## src/rtl/ctrl_decode_pipe_if.sv

```systemverilog
// ctrl_decode_pipe_if
// Bundles the IF/ID instruction, the redirect request and the registered
// ID/EX control word exchanged between the datapath and the control unit.
// master: the datapath/front-end side (drives the instruction and redirect).
// slave:  the control unit side (drives stall, flush and the ID/EX word).
interface ctrl_decode_pipe_if #(
  parameter int DST_W = 5
);
  logic [31:0]      id_inst_i;
  logic             redirect_i;
  logic             stall_o;
  logic             flush_o;
  logic [1:0]       ex_alu_op_o;
  logic             ex_reg_dest_o;
  logic             ex_branch_o;
  logic             ex_mem_read_o;
  logic             ex_mem_to_reg_o;
  logic             ex_mem_write_o;
  logic             ex_alu_src_o;
  logic             ex_reg_write_o;
  logic             ex_jump_o;
  logic [DST_W-1:0] ex_rs_o;
  logic [DST_W-1:0] ex_rt_o;
  logic [DST_W-1:0] ex_dst_o;
  logic [5:0]       ex_funct_o;
  logic             illegal_o;

  modport master (
    output id_inst_i,
    output redirect_i,
    input  stall_o,
    input  flush_o,
    input  ex_alu_op_o,
    input  ex_reg_dest_o,
    input  ex_branch_o,
    input  ex_mem_read_o,
    input  ex_mem_to_reg_o,
    input  ex_mem_write_o,
    input  ex_alu_src_o,
    input  ex_reg_write_o,
    input  ex_jump_o,
    input  ex_rs_o,
    input  ex_rt_o,
    input  ex_dst_o,
    input  ex_funct_o,
    input  illegal_o
  );

  modport slave (
    input  id_inst_i,
    input  redirect_i,
    output stall_o,
    output flush_o,
    output ex_alu_op_o,
    output ex_reg_dest_o,
    output ex_branch_o,
    output ex_mem_read_o,
    output ex_mem_to_reg_o,
    output ex_mem_write_o,
    output ex_alu_src_o,
    output ex_reg_write_o,
    output ex_jump_o,
    output ex_rs_o,
    output ex_rt_o,
    output ex_dst_o,
    output ex_funct_o,
    output illegal_o
  );
endinterface

```

## src/rtl/ctrl_decode_pipe.sv

```systemverilog
// ctrl_decode_pipe
// Control unit for the 5-stage MIPS pipeline: decodes the IF/ID instruction,
// registers the control word into ID/EX, detects load-use hazards and
// sequences the bubbles that follow a branch/jump redirect.
// Optional feature macro: CTRL_ILLEGAL_TRAP_EN (sticky illegal-opcode flag).
module ctrl_decode_pipe #(
  parameter int FLUSH_SLOTS = 2,
  parameter int DST_W       = 5
) (
  input  logic               clk,
  input  logic               rst,
  ctrl_decode_pipe_if.slave  bus
);

  localparam logic [5:0] OP_RTYPE = 6'h00;
  localparam logic [5:0] OP_J     = 6'h02;
  localparam logic [5:0] OP_BEQ   = 6'h04;
  localparam logic [5:0] OP_ADDI  = 6'h08;
  localparam logic [5:0] OP_LW    = 6'h23;
  localparam logic [5:0] OP_SW    = 6'h2B;

  localparam int            CW       = $clog2(FLUSH_SLOTS + 1);
  localparam logic [CW-1:0] CNT_LOAD = CW'(FLUSH_SLOTS - 1);

  typedef enum logic {
    RUN   = 1'b0,
    FLUSH = 1'b1
  } state_t;

  state_t           r_state;
  logic [CW-1:0]    r_cnt;

  logic [1:0]       r_alu_op;
  logic             r_reg_dest;
  logic             r_branch;
  logic             r_mem_read;
  logic             r_mem_to_reg;
  logic             r_mem_write;
  logic             r_alu_src;
  logic             r_reg_write;
  logic             r_jump;
  logic [DST_W-1:0] r_rs;
  logic [DST_W-1:0] r_rt;
  logic [DST_W-1:0] r_dst;
  logic [5:0]       r_funct;

  logic [5:0]       w_op;
  logic             w_inst_zero;
  logic [DST_W-1:0] w_rs;
  logic [DST_W-1:0] w_rt;
  logic [DST_W-1:0] w_rd;
  logic [DST_W-1:0] w_dst;
  logic [5:0]       w_funct;

  logic [1:0]       w_alu_op;
  logic             w_reg_dest;
  logic             w_branch;
  logic             w_mem_read;
  logic             w_mem_to_reg;
  logic             w_mem_write;
  logic             w_alu_src;
  logic             w_reg_write;
  logic             w_jump;

  logic             w_uses_rt;
  logic             w_hazard;
  logic             w_flush;
  logic             w_stall;
  logic             w_bubble;

  assign w_op        = bus.id_inst_i[31:26];
  assign w_inst_zero = (bus.id_inst_i == 32'h0000_0000);
  assign w_rs        = DST_W'(bus.id_inst_i[25:21]);
  assign w_rt        = DST_W'(bus.id_inst_i[20:16]);
  assign w_rd        = DST_W'(bus.id_inst_i[15:11]);
  assign w_funct     = bus.id_inst_i[5:0];

  // Opcode decode; every field starts at 0 so unknown opcodes and the
  // all-zero NOP fall out as bubbles.
  always_comb begin
    w_alu_op     = 2'b00;
    w_reg_dest   = 1'b0;
    w_branch     = 1'b0;
    w_mem_read   = 1'b0;
    w_mem_to_reg = 1'b0;
    w_mem_write  = 1'b0;
    w_alu_src    = 1'b0;
    w_reg_write  = 1'b0;
    w_jump       = 1'b0;
    case (w_op)
      OP_RTYPE: begin
        if (!w_inst_zero) begin
          w_alu_op     = 2'b10;
          w_reg_dest   = 1'b1;
          w_mem_to_reg = 1'b1;
          w_reg_write  = 1'b1;
        end
      end
      OP_LW: begin
        w_alu_op     = 2'b00;
        w_mem_read   = 1'b1;
        w_alu_src    = 1'b1;
        w_reg_write  = 1'b1;
      end
      OP_SW: begin
        w_alu_op     = 2'b00;
        w_mem_write  = 1'b1;
        w_alu_src    = 1'b1;
      end
      OP_BEQ: begin
        w_alu_op     = 2'b01;
        w_branch     = 1'b1;
      end
      OP_ADDI: begin
        w_alu_op     = 2'b00;
        w_mem_to_reg = 1'b1;
        w_alu_src    = 1'b1;
        w_reg_write  = 1'b1;
      end
      OP_J: begin
        w_alu_op     = 2'b11;
        w_branch     = 1'b1;
        w_jump       = 1'b1;
      end
      default: begin
      end
    endcase
  end

  assign w_dst = w_reg_dest ? w_rd : w_rt;

  // Only RType, sw and beq actually read rt; addi/lw write it instead.
  assign w_uses_rt = (w_op == OP_RTYPE) || (w_op == OP_SW) || (w_op == OP_BEQ);

  assign w_hazard = r_mem_read && (r_rt != '0) &&
                    ((r_rt == w_rs) || (w_uses_rt && (r_rt == w_rt)));

  // Redirect/FLUSH outranks the load-use stall; both read 0 while in reset.
  assign w_flush  = !rst && (bus.redirect_i || (r_state == FLUSH));
  assign w_stall  = w_hazard && !w_flush;
  assign w_bubble = w_flush || w_stall;

  assign bus.stall_o = w_stall;
  assign bus.flush_o = w_flush;

  // Flush sequencer: a redirect (re)loads the down-counter, and the machine
  // drops back to RUN after the cycle in which the counter reads 0.
  always_ff @(posedge clk or posedge rst) begin
    if (rst) begin
      r_state <= RUN;
      r_cnt   <= '0;
    end else begin
      case (r_state)
        RUN: begin
          if (bus.redirect_i) begin
            r_state <= FLUSH;
            r_cnt   <= CNT_LOAD;
          end
        end
        FLUSH: begin
          if (bus.redirect_i) begin
            r_cnt <= CNT_LOAD;
          end else if (r_cnt == '0) begin
            r_state <= RUN;
          end else begin
            r_cnt <= r_cnt - CW'(1);
          end
        end
        default: begin
          r_state <= RUN;
          r_cnt   <= '0;
        end
      endcase
    end
  end

  // ID/EX register: a stall or flush inserts an all-zero bubble, otherwise
  // the freshly decoded word moves into EX.
  always_ff @(posedge clk or posedge rst) begin
    if (rst) begin
      r_alu_op     <= 2'b00;
      r_reg_dest   <= 1'b0;
      r_branch     <= 1'b0;
      r_mem_read   <= 1'b0;
      r_mem_to_reg <= 1'b0;
      r_mem_write  <= 1'b0;
      r_alu_src    <= 1'b0;
      r_reg_write  <= 1'b0;
      r_jump       <= 1'b0;
      r_rs         <= '0;
      r_rt         <= '0;
      r_dst        <= '0;
      r_funct      <= 6'd0;
    end else if (w_bubble) begin
      r_alu_op     <= 2'b00;
      r_reg_dest   <= 1'b0;
      r_branch     <= 1'b0;
      r_mem_read   <= 1'b0;
      r_mem_to_reg <= 1'b0;
      r_mem_write  <= 1'b0;
      r_alu_src    <= 1'b0;
      r_reg_write  <= 1'b0;
      r_jump       <= 1'b0;
      r_rs         <= '0;
      r_rt         <= '0;
      r_dst        <= '0;
      r_funct      <= 6'd0;
    end else begin
      r_alu_op     <= w_alu_op;
      r_reg_dest   <= w_reg_dest;
      r_branch     <= w_branch;
      r_mem_read   <= w_mem_read;
      r_mem_to_reg <= w_mem_to_reg;
      r_mem_write  <= w_mem_write;
      r_alu_src    <= w_alu_src;
      r_reg_write  <= w_reg_write;
      r_jump       <= w_jump;
      r_rs         <= w_rs;
      r_rt         <= w_rt;
      r_dst        <= w_dst;
      r_funct      <= w_funct;
    end
  end

  assign bus.ex_alu_op_o     = r_alu_op;
  assign bus.ex_reg_dest_o   = r_reg_dest;
  assign bus.ex_branch_o     = r_branch;
  assign bus.ex_mem_read_o   = r_mem_read;
  assign bus.ex_mem_to_reg_o = r_mem_to_reg;
  assign bus.ex_mem_write_o  = r_mem_write;
  assign bus.ex_alu_src_o    = r_alu_src;
  assign bus.ex_reg_write_o  = r_reg_write;
  assign bus.ex_jump_o       = r_jump;
  assign bus.ex_rs_o         = r_rs;
  assign bus.ex_rt_o         = r_rt;
  assign bus.ex_dst_o        = r_dst;
  assign bus.ex_funct_o      = r_funct;

`ifdef CTRL_ILLEGAL_TRAP_EN
  logic w_undecoded;
  logic r_illegal;

  assign w_undecoded = !((w_op == OP_RTYPE) || (w_op == OP_LW) ||
                         (w_op == OP_SW)    || (w_op == OP_BEQ) ||
                         (w_op == OP_ADDI)  || (w_op == OP_J));

  // Sticky trap flag: set only when an unknown opcode really advances into
  // EX (a stalled or squashed one never executes), cleared only by reset.
  always_ff @(posedge clk or posedge rst) begin
    if (rst) begin
      r_illegal <= 1'b0;
    end else if (!w_bubble && w_undecoded) begin
      r_illegal <= 1'b1;
    end
  end

  assign bus.illegal_o = r_illegal;
`else
  assign bus.illegal_o = 1'b0;
`endif

endmodule
```

## src/flat_wrapper.sv

```systemverilog
// flat-port wrapper written by rule: the top's interface ports become plain ports
module ctrl_decode_pipe_flat 
#(
  parameter int FLUSH_SLOTS = 2,
  parameter int DST_W       = 5
)
  (clk, rst, bus_id_inst_i, bus_redirect_i, bus_stall_o, bus_flush_o, bus_ex_alu_op_o, bus_ex_reg_dest_o, bus_ex_branch_o, bus_ex_mem_read_o, bus_ex_mem_to_reg_o, bus_ex_mem_write_o, bus_ex_alu_src_o, bus_ex_reg_write_o, bus_ex_jump_o, bus_ex_rs_o, bus_ex_rt_o, bus_ex_dst_o, bus_ex_funct_o, bus_illegal_o);
  ctrl_decode_pipe_if #(.DST_W(DST_W)) bus_i ();
  input  logic clk;
  input  logic rst;
  input wire logic [$bits(bus_i.id_inst_i)-1:0] bus_id_inst_i;
  input wire logic [$bits(bus_i.redirect_i)-1:0] bus_redirect_i;
  output wire logic [$bits(bus_i.stall_o)-1:0] bus_stall_o;
  output wire logic [$bits(bus_i.flush_o)-1:0] bus_flush_o;
  output wire logic [$bits(bus_i.ex_alu_op_o)-1:0] bus_ex_alu_op_o;
  output wire logic [$bits(bus_i.ex_reg_dest_o)-1:0] bus_ex_reg_dest_o;
  output wire logic [$bits(bus_i.ex_branch_o)-1:0] bus_ex_branch_o;
  output wire logic [$bits(bus_i.ex_mem_read_o)-1:0] bus_ex_mem_read_o;
  output wire logic [$bits(bus_i.ex_mem_to_reg_o)-1:0] bus_ex_mem_to_reg_o;
  output wire logic [$bits(bus_i.ex_mem_write_o)-1:0] bus_ex_mem_write_o;
  output wire logic [$bits(bus_i.ex_alu_src_o)-1:0] bus_ex_alu_src_o;
  output wire logic [$bits(bus_i.ex_reg_write_o)-1:0] bus_ex_reg_write_o;
  output wire logic [$bits(bus_i.ex_jump_o)-1:0] bus_ex_jump_o;
  output wire logic [$bits(bus_i.ex_rs_o)-1:0] bus_ex_rs_o;
  output wire logic [$bits(bus_i.ex_rt_o)-1:0] bus_ex_rt_o;
  output wire logic [$bits(bus_i.ex_dst_o)-1:0] bus_ex_dst_o;
  output wire logic [$bits(bus_i.ex_funct_o)-1:0] bus_ex_funct_o;
  output wire logic [$bits(bus_i.illegal_o)-1:0] bus_illegal_o;
  assign bus_i.id_inst_i = bus_id_inst_i;
  assign bus_i.redirect_i = bus_redirect_i;
  assign bus_stall_o = bus_i.stall_o;
  assign bus_flush_o = bus_i.flush_o;
  assign bus_ex_alu_op_o = bus_i.ex_alu_op_o;
  assign bus_ex_reg_dest_o = bus_i.ex_reg_dest_o;
  assign bus_ex_branch_o = bus_i.ex_branch_o;
  assign bus_ex_mem_read_o = bus_i.ex_mem_read_o;
  assign bus_ex_mem_to_reg_o = bus_i.ex_mem_to_reg_o;
  assign bus_ex_mem_write_o = bus_i.ex_mem_write_o;
  assign bus_ex_alu_src_o = bus_i.ex_alu_src_o;
  assign bus_ex_reg_write_o = bus_i.ex_reg_write_o;
  assign bus_ex_jump_o = bus_i.ex_jump_o;
  assign bus_ex_rs_o = bus_i.ex_rs_o;
  assign bus_ex_rt_o = bus_i.ex_rt_o;
  assign bus_ex_dst_o = bus_i.ex_dst_o;
  assign bus_ex_funct_o = bus_i.ex_funct_o;
  assign bus_illegal_o = bus_i.illegal_o;
  ctrl_decode_pipe #(.FLUSH_SLOTS(FLUSH_SLOTS), .DST_W(DST_W)) u_core (.clk(clk), .rst(rst), .bus(bus_i));
endmodule
```

## config.mk

```make
export PLATFORM = sky130hd
export DESIGN_NAME = ctrl_decode_pipe_flat
export DESIGN_NICKNAME = d
export VERILOG_FILES = /design/src/rtl/ctrl_decode_pipe_if.sv /design/src/rtl/ctrl_decode_pipe.sv /design/src/flat_wrapper.sv
export SDC_FILE = /design/constraint.sdc
export NUM_CORES = 1
export LEC_CHECK = 0
export CELL_PAD_IN_SITES_DETAIL_PLACEMENT = 0
export CELL_PAD_IN_SITES_GLOBAL_PLACEMENT = 1
export CORE_MARGIN = 1
export CORE_UTILIZATION = 27
export CTS_CLUSTER_DIAMETER = 120
export DETAILED_ROUTE_END_ITERATION = 16
export HOLD_SLACK_MARGIN = 0.03
export PLACE_DENSITY_LB_ADDON = 0.05
export SLEW_MARGIN = 25
export SYNTH_ARGS = -nofsm -noshare
export SYNTH_HDL_FRONTEND = slang
export SYNTH_SLANG_ARGS = --single-unit
export TNS_END_PERCENT = 5
```

## constraint.sdc

```tcl
create_clock -name clk -period 1.95 [get_ports clk]
set_clock_uncertainty 0.1 [all_clocks]
set_input_delay 0.195 -clock clk [delete_from_list [all_inputs] [get_ports clk]]
set_output_delay 0.195 -clock clk [all_outputs]
set_load 0.01 [all_outputs]
```

==> out/metrics.yaml <==
status: "complete, but fails checks"
violations: "setup timing"
cpMaxStageDelayCell: "or4_4"
cp-endpoint: "u_core.bus.ex_reg_dest_o"
setup_tns_ns: -2.15
layout_commonest_cell: "clkdlybuf4s50_1"
routed_wl_um: 3960
gp_congestion: 0.768
core_area_um2: 5170
clkTransAtPathRegs_ns: 0.07
hold_slack_ns: 0.259
ys_seq_area_frac: 0.581
chipWidth_um: 75.6
fin_nets: 265
final_max_slew_viol_count: 0
synth-xor-area-share: 0.0718
syn_nets: 167
crit_family: "simple AND/OR/NAND/NOR gates"
n_antenna_cell: 0
antenna_found_initial: 0
hpwl_um: 3010
track_usage: 0.154
top_layer: "met4"
critPathLaunch: "u_core.bus.ex_rt_o[0]"
rrSetupSlack_ns: -0.15
drive_above_1_share: 0.248
rows: 26
clock_path_buffers: 2
grt_pass1_vias: 1319
wl_met2_um: 1960
cts_tree: "built"
dr_wl_met3_um: 239
n_fill_cell: 482
drc: 0
hold_violations: 0
synth.distinct_cells: 26
die_area_um2: 5720
io_pins: 69
vdd_drop_max_mv: 0.326
p_leak_nw: 1.12
timing.fmax_mhz: 477
yosysWarnings: 0
first_pass_iters: 4
vias_per_cell: 4.35
power_density_nw_per_um2: 721
ant_nets: 0
synth.avg_cell_area_um2: 11.2
path_cells: "or4_4 -> o21ai_4 -> nor2_2 -> buf_4 -> a211o_4 -> buf_6 -> nor2_2"
drt-initial-drc-count: 73
crit_top_cell: "nor2_2"
fin_crit_ns: 2.10
grt-ovfl-total: 0
synthAdderAreaFrac: 0.00855
die_h_um: 75.6
max-cap-violations: 0
io_buffer_count: 67
critPathKind: "flip-flop to flip-flop"
critPathLaunchType: "flip-flop"
h-tree-depth: 2
final_cell_mix: "clkdlybuf4s50_1, dfrtp_1, buf_4"
setup_viol: 32
cts_sinks: 34
synth_area_um2: 1460
muxShareOfSynthArea: 0.0342
layout.area.seq_um2: 851
met1_length_um: 1720
path_depth: 7
timing.rr.start: "u_core.bus.ex_rt_o[0]"
holdCritPathClass: "input port to async pin"
grt_pass1_wl_um: 6280
cpPeakStageDelay_ns: 0.55
clk_latency_ns: 0.28
ys_ff_latch: 34
rr_worst_depth: 7
synth_cells: 131
period_share: 1.08
synth_compound_area_frac: 0.0496
power.total_mw: 1.87
crit_fanout: 6
synth_top_family_by_area: "simple AND/OR/NAND/NOR gates"
cts_made_buffers: 5
crit_path_end_kind: "flip-flop"
crit_buf_inv: 2
wl_per_cell_um: 13.2
cts_root_buf: "clkbuf_8"
r2r_end: "u_core.bus.ex_reg_dest_o"
grt_max_degree: 35
setup_ws_ns: -0.147
initial_core_util: 0.283
area_growth_pct: 77.2
post_cts_buffers: 0
cp.required_ns: 2.07
synthSimpleGateAreaFrac: 0.226
critPathArrivalTime_ns: 2.22
rsz0062_at_grt: "yes"
multi_input_area_um2: 666
vias: 1306
-- layout make-up --
class,instances,share of cell area
flip-flops and latches,34,0.328
repair buffers,95,0.341
clock buffers,7,0.0333
inverters,4,0.00579
well taps,70,0.0338
clock inverters,1,0.00193
multi-input cells,89,0.257
-- stage by stage --
| stage | cell area [µm²] | worst slack [ns] | instances | utilization |
|---|---|---|---|---|
| floorplan | 1460 | -0.0235 | 131 | - |
| detailed placement | 2400 | -0.347 | 291 | 0.464 |
| global route | 2590 | -0.206 | 300 | 0.501 |
| global placement | 2400 | -0.330 | 291 | 0.464 |
| finish | 2590 | -0.147 | 300 | 0.501 |
| CTS | 2570 | -0.146 | 300 | 0.497 |
-- flip-flops by register name, summed over array words and instances (netlist names) --
signal                      flops
u_core.bus.ex_jump_o            1
u_core.bus.ex_rt_o              5
u_core.r_state                  1
u_core.bus.ex_reg_dest_o        1
u_core.bus.ex_funct_o           6
u_core.bus.ex_alu_src_o         1
u_core.bus.ex_reg_write_o       1
u_core.r_cnt                    2
u_core.bus.ex_branch_o          1
u_core.bus.ex_mem_read_o        1
u_core.bus.ex_alu_op_o          2
u_core.bus.ex_mem_to_reg_o      1
u_core.bus.ex_mem_write_o       1
u_core.bus.ex_dst_o             5
u_core.bus.ex_rs_o              5
-- where the power goes --
group / switching [mW] / internal, mW
Combinational: 0.233 / 0.292
Sequential: 0.0325 / 0.774
Clock: 0.252 / 0.285
Total: 0.517 / 1.35
-- metal layers --
metal  vias up  track usage
met3         5       0.0437
li1        647            -
met1       609        0.196
met2        45        0.247
met4         0       0.0617
met5         -            0
-- timing repair --
| action | CTS | global route |
|---|---|---|
| pin swaps | 19 | 4 |
| gates resized for setup | 22 | 6 |
| gates cloned | 1 | 0 |
| setup endpoints to repair | 32 | 33 |
| hold buffers | 0 | 0 |
-- synth_stat cells, drive strengths merged --
cell type | number | share of area
xnor2 | 9 | 0.054
clkbuf | 1 | 0.0026
nand2b | 4 | 0.017
or3 | 1 | 0.0043
o21ai | 2 | 0.0094
inv | 4 | 0.010
nor2 | 15 | 0.038
nand4 | 2 | 0.0085
conb | 1 | 0.0026
nor3 | 3 | 0.010
mux2i | 5 | 0.034
ha | 1 | 0.0085
and2 | 17 | 0.073
buf | 3 | 0.014
dfrtp | 34 | 0.58
nor4 | 11 | 0.047
o211ai | 1 | 0.0051
a21oi | 6 | 0.021
nand3 | 3 | 0.010
xor2 | 3 | 0.018
a211oi | 1 | 0.0085
or4 | 2 | 0.010
a211o | 1 | 0.0060
and4b | 1 | 0.0068
-- cells by family after synthesis --
group,count (synthesis)
multiplexers,5
adder cells (fa/ha/maj),1
buffers and inverters,8
flip-flops,34
AO/OA/AOI/OAI,11
AND/OR/NAND/NOR,59
other,1
XOR/XNOR,12
-- worst reg2reg max path: cells and delay by family, from the launching register on --
family,cells,cell delay (ns)
AOI/OAI and AO/OA,2,0.54
and+or+nand+nor,3,0.70
buffers and inverters,2,0.30
DFF,1,0.38
-- worst min-delay path by stage --
stage / startpoint / endpoint / slack [ns] / cells past startpoint
final: rst / u_core.bus.ex_funct_o[2] / 0.26 / 3
after global routing: rst / u_core.bus.ex_rt_o[1] / 0.33 / 3
after CTS: rst / u_core.bus.ex_branch_o / 0.26 / 3
after detailed placement: u_core.r_cnt[1] / u_core.r_cnt[1] / 0.42 / 2
after global placement: u_core.r_cnt[1] / u_core.r_cnt[1] / 0.39 / 2
after floorplan: bus_redirect_i / u_core.r_cnt[1] / 0.16 / 1
Power figures use the tool's default switching activity.
